--- config.mk ---
export PLATFORM = sky130hd
export DESIGN_NAME = serial_seq_ctrl_flat
export DESIGN_NICKNAME = d
export VERILOG_FILES = /design/src/rtl/serial_seq_ctrl_if.sv /design/src/rtl/serial_seq_ctrl.sv /design/src/flat_wrapper.sv
export SDC_FILE = /design/constraint.sdc
export NUM_CORES = 1
export LEC_CHECK = 0
export BUFFER_PORTS_ARGS = -buffer_cell sky130_fd_sc_hd__buf_2
export CORE_MARGIN = 1
export CORE_UTILIZATION = 50
export CTS_BUF_LIST = sky130_fd_sc_hd__clkbuf_4 sky130_fd_sc_hd__clkbuf_8 sky130_fd_sc_hd__clkbuf_16
export CTS_CLUSTER_DIAMETER = 120
export DETAILED_ROUTE_END_ITERATION = 7
export MAX_ROUTING_LAYER = met4
export PLACE_DENSITY = 0.87
export SKIP_LAST_GASP = 1
export SLEW_MARGIN = 30
export SYNTH_ARGS = -nofsm -noshare
export SYNTH_HDL_FRONTEND = slang
export SYNTH_SLANG_ARGS = --single-unit
export TNS_END_PERCENT = 5
--- constraint.sdc ---
create_clock -name clk -period 2.77 [get_ports clk]
set_clock_uncertainty 0.15 [all_clocks]
set_input_delay 0.277 -clock clk [delete_from_list [all_inputs] [get_ports clk]]
set_output_delay 0.277 -clock clk [all_outputs]
set_load 0.05 [all_outputs]
--- src/rtl/serial_seq_ctrl_if.sv ---
// ============================================================================
// Module : serial_seq_ctrl_if
// Brief  : Request and sequencing-control bundle for serial_seq_ctrl.
// Rev    : 1.0  initial release
// ============================================================================
`default_nettype none

interface serial_seq_ctrl_if #(
  parameter int CNT_W = 4
) ();

  logic             sw1;
  logic             m0;
  logic             m1;
  logic             m2;
  logic             cin;
  logic             load;
  logic             shift_en;
  logic [2:0]       mode;
  logic             cin_q;
  logic [CNT_W-1:0] bit_idx;
  logic             busy;
  logic             done;

  modport master (
    output sw1, m0, m1, m2, cin,
    input  load, shift_en, mode, cin_q, bit_idx, busy, done
  );

  modport slave (
    input  sw1, m0, m1, m2, cin,
    output load, shift_en, mode, cin_q, bit_idx, busy, done
  );

endinterface

`default_nettype wire

--- src/rtl/serial_seq_ctrl.sv ---
// ============================================================================
// Module : serial_seq_ctrl
// Brief  : Turns a start press into one load / WIDTH-shift / done sequence.
// Rev    : 1.0  initial release
// ============================================================================
`default_nettype none

module serial_seq_ctrl #(
  parameter int WIDTH = 8,
  parameter int CNT_W = 4
) (
  input  logic               clk,
  input  logic               rst,
  serial_seq_ctrl_if.slave   bus
);

  typedef enum logic [1:0] {
    S_IDLE  = 2'd0,
    S_LOAD  = 2'd1,
    S_SHIFT = 2'd2,
    S_DONE  = 2'd3
  } state_t;

  localparam logic [CNT_W-1:0] C_LAST = CNT_W'(WIDTH - 1);

  state_t           r_state;
  state_t           w_state_nxt;
  logic             r_sw1_q;
  logic             w_start;
  logic [2:0]       w_mode_in;
  logic [2:0]       r_mode;
  logic [2:0]       w_mode_nxt;
  logic             r_cin_q;
  logic             w_cin_nxt;
  logic [CNT_W-1:0] r_bit_idx;
  logic [CNT_W-1:0] w_bit_idx_nxt;
  logic             r_load;
  logic             r_shift_en;
  logic             r_busy;
  logic             r_done;

  assign w_mode_in = {bus.m2, bus.m1, bus.m0};
  assign w_start   = bus.sw1 & ~r_sw1_q;

  always_ff @(posedge clk or posedge rst) begin
    if (rst) begin
      r_state <= S_IDLE;
    end else begin
      r_state <= w_state_nxt;
    end
  end

  always_comb begin
    w_state_nxt   = r_state;
    w_mode_nxt    = r_mode;
    w_cin_nxt     = r_cin_q;
    w_bit_idx_nxt = r_bit_idx;
    unique case (r_state)
      S_IDLE: begin
        // A start with mode 000 is a NOP and leaves every output untouched.
        if (w_start && (w_mode_in != 3'b000)) begin
          w_state_nxt   = S_LOAD;
          w_mode_nxt    = w_mode_in;
          w_cin_nxt     = bus.cin;
          w_bit_idx_nxt = '0;
        end
      end
      S_LOAD: begin
        w_state_nxt   = S_SHIFT;
        w_bit_idx_nxt = '0;
      end
      S_SHIFT: begin
        if (r_bit_idx == C_LAST) begin
          w_state_nxt = S_DONE;
        end else begin
          w_bit_idx_nxt = r_bit_idx + 1'b1;
        end
      end
      S_DONE: begin
        w_state_nxt = S_IDLE;
      end
      default: begin
        w_state_nxt = S_IDLE;
      end
    endcase
  end

  // Strobes are registered from the next state so they line up with it.
  // sw1_q resets high so a button held through reset cannot start an operation.
  always_ff @(posedge clk or posedge rst) begin
    if (rst) begin
      r_sw1_q    <= 1'b1;
      r_mode     <= 3'b000;
      r_cin_q    <= 1'b0;
      r_bit_idx  <= '0;
      r_load     <= 1'b0;
      r_shift_en <= 1'b0;
      r_busy     <= 1'b0;
      r_done     <= 1'b0;
    end else begin
      r_sw1_q    <= bus.sw1;
      r_mode     <= w_mode_nxt;
      r_cin_q    <= w_cin_nxt;
      r_bit_idx  <= w_bit_idx_nxt;
      r_load     <= (w_state_nxt == S_LOAD);
      r_shift_en <= (w_state_nxt == S_SHIFT);
      r_busy     <= (w_state_nxt == S_LOAD) || (w_state_nxt == S_SHIFT);
      r_done     <= (w_state_nxt == S_DONE);
    end
  end

  assign bus.load     = r_load;
  assign bus.shift_en = r_shift_en;
  assign bus.mode     = r_mode;
  assign bus.cin_q    = r_cin_q;
  assign bus.bit_idx  = r_bit_idx;
  assign bus.busy     = r_busy;
  assign bus.done     = r_done;

endmodule

`default_nettype wire

--- src/flat_wrapper.sv ---
// flat-port wrapper written by rule: the top's interface ports become plain ports
module serial_seq_ctrl_flat 
#(
  parameter int WIDTH = 8,
  parameter int CNT_W = 4
)
  (clk, rst, bus_sw1, bus_m0, bus_m1, bus_m2, bus_cin, bus_load, bus_shift_en, bus_mode, bus_cin_q, bus_bit_idx, bus_busy, bus_done);
  serial_seq_ctrl_if #(.CNT_W(CNT_W)) bus_i ();
  input  logic clk;
  input  logic rst;
  input wire logic [$bits(bus_i.sw1)-1:0] bus_sw1;
  input wire logic [$bits(bus_i.m0)-1:0] bus_m0;
  input wire logic [$bits(bus_i.m1)-1:0] bus_m1;
  input wire logic [$bits(bus_i.m2)-1:0] bus_m2;
  input wire logic [$bits(bus_i.cin)-1:0] bus_cin;
  output wire logic [$bits(bus_i.load)-1:0] bus_load;
  output wire logic [$bits(bus_i.shift_en)-1:0] bus_shift_en;
  output wire logic [$bits(bus_i.mode)-1:0] bus_mode;
  output wire logic [$bits(bus_i.cin_q)-1:0] bus_cin_q;
  output wire logic [$bits(bus_i.bit_idx)-1:0] bus_bit_idx;
  output wire logic [$bits(bus_i.busy)-1:0] bus_busy;
  output wire logic [$bits(bus_i.done)-1:0] bus_done;
  assign bus_i.sw1 = bus_sw1;
  assign bus_i.m0 = bus_m0;
  assign bus_i.m1 = bus_m1;
  assign bus_i.m2 = bus_m2;
  assign bus_i.cin = bus_cin;
  assign bus_load = bus_i.load;
  assign bus_shift_en = bus_i.shift_en;
  assign bus_mode = bus_i.mode;
  assign bus_cin_q = bus_i.cin_q;
  assign bus_bit_idx = bus_i.bit_idx;
  assign bus_busy = bus_i.busy;
  assign bus_done = bus_i.done;
  serial_seq_ctrl #(.WIDTH(WIDTH), .CNT_W(CNT_W)) u_core (.clk(clk), .rst(rst), .bus(bus_i));
endmodule
==> impl_metrics.csv <==
group,metric,value,unit
run_status,status,"finished clean",
sta,timing.final.crit_share,71.8,%
worst_hold_path,hp-class,"primary input to register",
sta,max_freq,503,MHz
setup_path,arrival,2.01,ns
power,power_leakage,0.000459,uW
setup_path,crit_type,"primary input to register",
setup_path,rrSetupSlack,0.86,ns
placed_design,dp_cells,94,
cells_and_area,fin_nets,101,
setup_path,crit_required,2.79,ns
global_route,grt_pass1_vias,522,
die,num_io_pins,19,
worst_hold_path,holdPathEnd,"u_core.bus.cin_q$_DFFE_PP0P_",
cells_and_area,final_cell_mix,"buf_2, dfrtp_1, ha_1, inv_1, nand2_1",
setup_path,cp-end-kind,"register",
logic_synthesis,synth_top_area_share,46.7,%
worst_hold_path,min_from,"bus_cin",
power,power_density,1230,nW/um^2
sta,slew_headroom,63.8,%
setup_path,timing.rr.start,"u_core.bus.bit_idx[0]$_DFFE_PP0P_",
setup_path,reg2reg_to,"u_core.bus.busy$_DFF_PP0_",
route,drtPass1Iterations,4,
die,die_area,1660,um^2
setup_path,start_kind,"primary input",
setup_path,reg2reg_depth,6,
sta,slew_viol_final,0,
route,routedWlPerCell,13.5,um
logic_synthesis,ys_seq_area_share,50.3,%
logic_synthesis,synth_fp_nets,77,
die,coreArea,1350,um^2
die,die_h,40.7,um
clock_tree,cts_buffers,3,
clock_tree,tritoncts,"built",
sta,hold_viol_final,0,
clock_tree,clock_latency,0.27,ns
cells_and_area,diodes,0,
logic_synthesis,synth_largest_area_cell,"dfrtp_1",
global_route,gr-total-overflow,0,
logic_synthesis,synth.area.top_cells,"dfrtp_1, ha_1, mux2_2, dfstp_2, inv_1",
die,start_util,55.5,%
cells_and_area,area_growth,20.7,%
sta,finalSetupViolations,0,
cells_and_area,stdcell_count,100,
sta,rsz0062_at_grt,"no",
sta,fin_crit,1.99,ns
placed_design,gp_congestion,0.803,
sta,tns,0,ns
route,drc,0,
logic_synthesis,ys_ff_latch,15,
clock_tree,root_buffer,"clkbuf_4",
setup_path,worst-path-max-fanout,3,
logic_synthesis,synthCells,62,
sta,worstMarginPinSlew,0.542,ns
placed_design,portBuffers,18,
cells_and_area,fillers,111,
cells_and_area,final_common_cell,"buf_2",
logic_synthesis,synth_area,749,um^2
placed_design,dp_hpwl,1040,um
clock_tree,path_clk_slew,0.09,ns
die,num_rows,13,
flow_run,cap_violations,0,
worst_hold_path,hold_depth,2,
logic_synthesis,yosysWarnings,0,
route,ant_nets,0,
logic_synthesis,synth_area_per_cell,12.1,um^2
clock_tree,htreeDepth,1,
clock_tree,clk_path_buf_depth,2,
global_route,grt_usage,20.2,%
global_route,antenna_found_initial,0,
route,drt-total-wl,1350,um
power,peakVddDrop,0.814,mV
route,avgViaCountPerCell,5.52,
global_route,grt_pass1_wl,2080,um
route,drt_first_iter_violations,5,
global_route,grt_start_max_net_pins,16,
clock_tree,postCtsSetupRepairBufs,0,
logic_synthesis,synth_cell_type_count,23,
route,via_count,552,
die,die_width,40.7,um
cells_and_area,drive_gt1_share,34.1,%
clock_tree,clkSinkCount,15,
-- report_power, final --
group	total [uW]	switching (uW)	leakage, uW	internal [uW]
Clock	129	64.0	0.0000184	65.4
Combinational	630	443	0.000252	186
Sequential	351	47.0	0.000188	304
Total	1110	554	0.000459	556
-- final cells by class --
cell class	instances	area (um^2)	area share, %
inverters	7	26.3	2.90
multi-input cells	39	343	37.9
repair buffers	20	110	12.2
flip-flops and latches	15	377	41.6
clock buffers	4	30.0	3.32
well taps	15	18.8	2.07
-- flip-flops by register name (all words and copies together), names as in the netlist --
signal	count
u_core.bus.cin_q	1
u_core.bus.done	1
u_core.bus.load	1
u_core.bus.shift_en	1
u_core.bus.mode	3
u_core.r_state	2
u_core.bus.bit_idx	4
u_core.bus.busy	1
u_core.r_sw1_q	1
-- Yosys cell counts --
cell type	number
a21oi_1	2
inv_1	7
nand2_1	6
o32a_1	2
nand3b_1	1
nor4b_1	1
nand4_1	2
dfrtp_1	14
ha_1	8
nand3_1	2
dfstp_2	1
and2_4	1
a211oi_4	1
mux2_2	3
nand2b_1	1
a22o_1	1
nor3_1	1
o221ai_1	2
nor2_1	2
clkbuf_1	1
o32ai_1	1
nor4b_4	1
mux2_1	1
-- layer usage --
metal / vias to the layer above / routed length [um] / GRT usage (%)
li1: 270 / - / -
met1: 263 / 573 / 21.6
met2: 15 / 694 / 35.3
met3: 4 / 46 / 1.63
met4: 0 / 33 / 13.3
met5: - / 0 / -
-- worst max-delay path by stage --
stage,start,endpoint,cells past startpoint
after CTS,bus_sw1,u_core.bus.busy$_DFF_PP0_,8
after detailed placement,u_core.bus.bit_idx[0]$_DFFE_PP0P_,u_core.bus.busy$_DFF_PP0_,6
after global placement,u_core.r_sw1_q$_DFF_PP1_,u_core.bus.busy$_DFF_PP0_,6
final,bus_sw1,u_core.bus.busy$_DFF_PP0_,8
after global routing,bus_sw1,u_core.bus.busy$_DFF_PP0_,8
after floorplan,u_core.bus.bit_idx[0]$_DFFE_PP0P_,u_core.bus.busy$_DFF_PP0_,6
-- per-stage QoR --
| step | worst slack [ns] | hold WS (ns) | total power, uW | utilization, % | area [um^2] |
|---|---|---|---|---|---|
| CTS | 0.783 | 0.0598 | 1120 | 67.0 | 905 |
| global placement | 0.960 | 0.189 | 958 | 63.3 | 855 |
| floorplan | 0.775 | 0.0278 | 846 | - | 749 |
| finish | 0.780 | 0.0601 | 1110 | 67.0 | 905 |
| detailed placement | 0.879 | 0.195 | 988 | 63.3 | 855 |
| global route | 0.712 | 0.0650 | 1180 | 67.0 | 905 |
-- repair_timing --
action / 4_1_cts / 5_1_grt
hold buffers: 2 / 0
resized for setup: 0 / 0
hold endpoints to repair: 15 / 0
-- critical path, cell delays in order --
cell           delay, ns
dlygate4sd3_1       0.54
buf_2               0.13
nand2b_1            0.12
nor2_1              0.09
and2_4              0.17
o32a_1              0.36
ha_1                0.29
inv_1               0.03
-- logic make-up (layout without fill, tap and decap cells) --
kind of cell,after synthesis,after routing,share of synthesized area [%]
muxes,4,4,6.01
adders and majority gates,8,8,13.4
and+or+nand+nor,18,18,15.0
buffers and inverters,8,31,4.01
AOI/OAI and AO/OA,9,9,11.4
DFF,15,15,50.3
(Power assumes the default switching activity.)
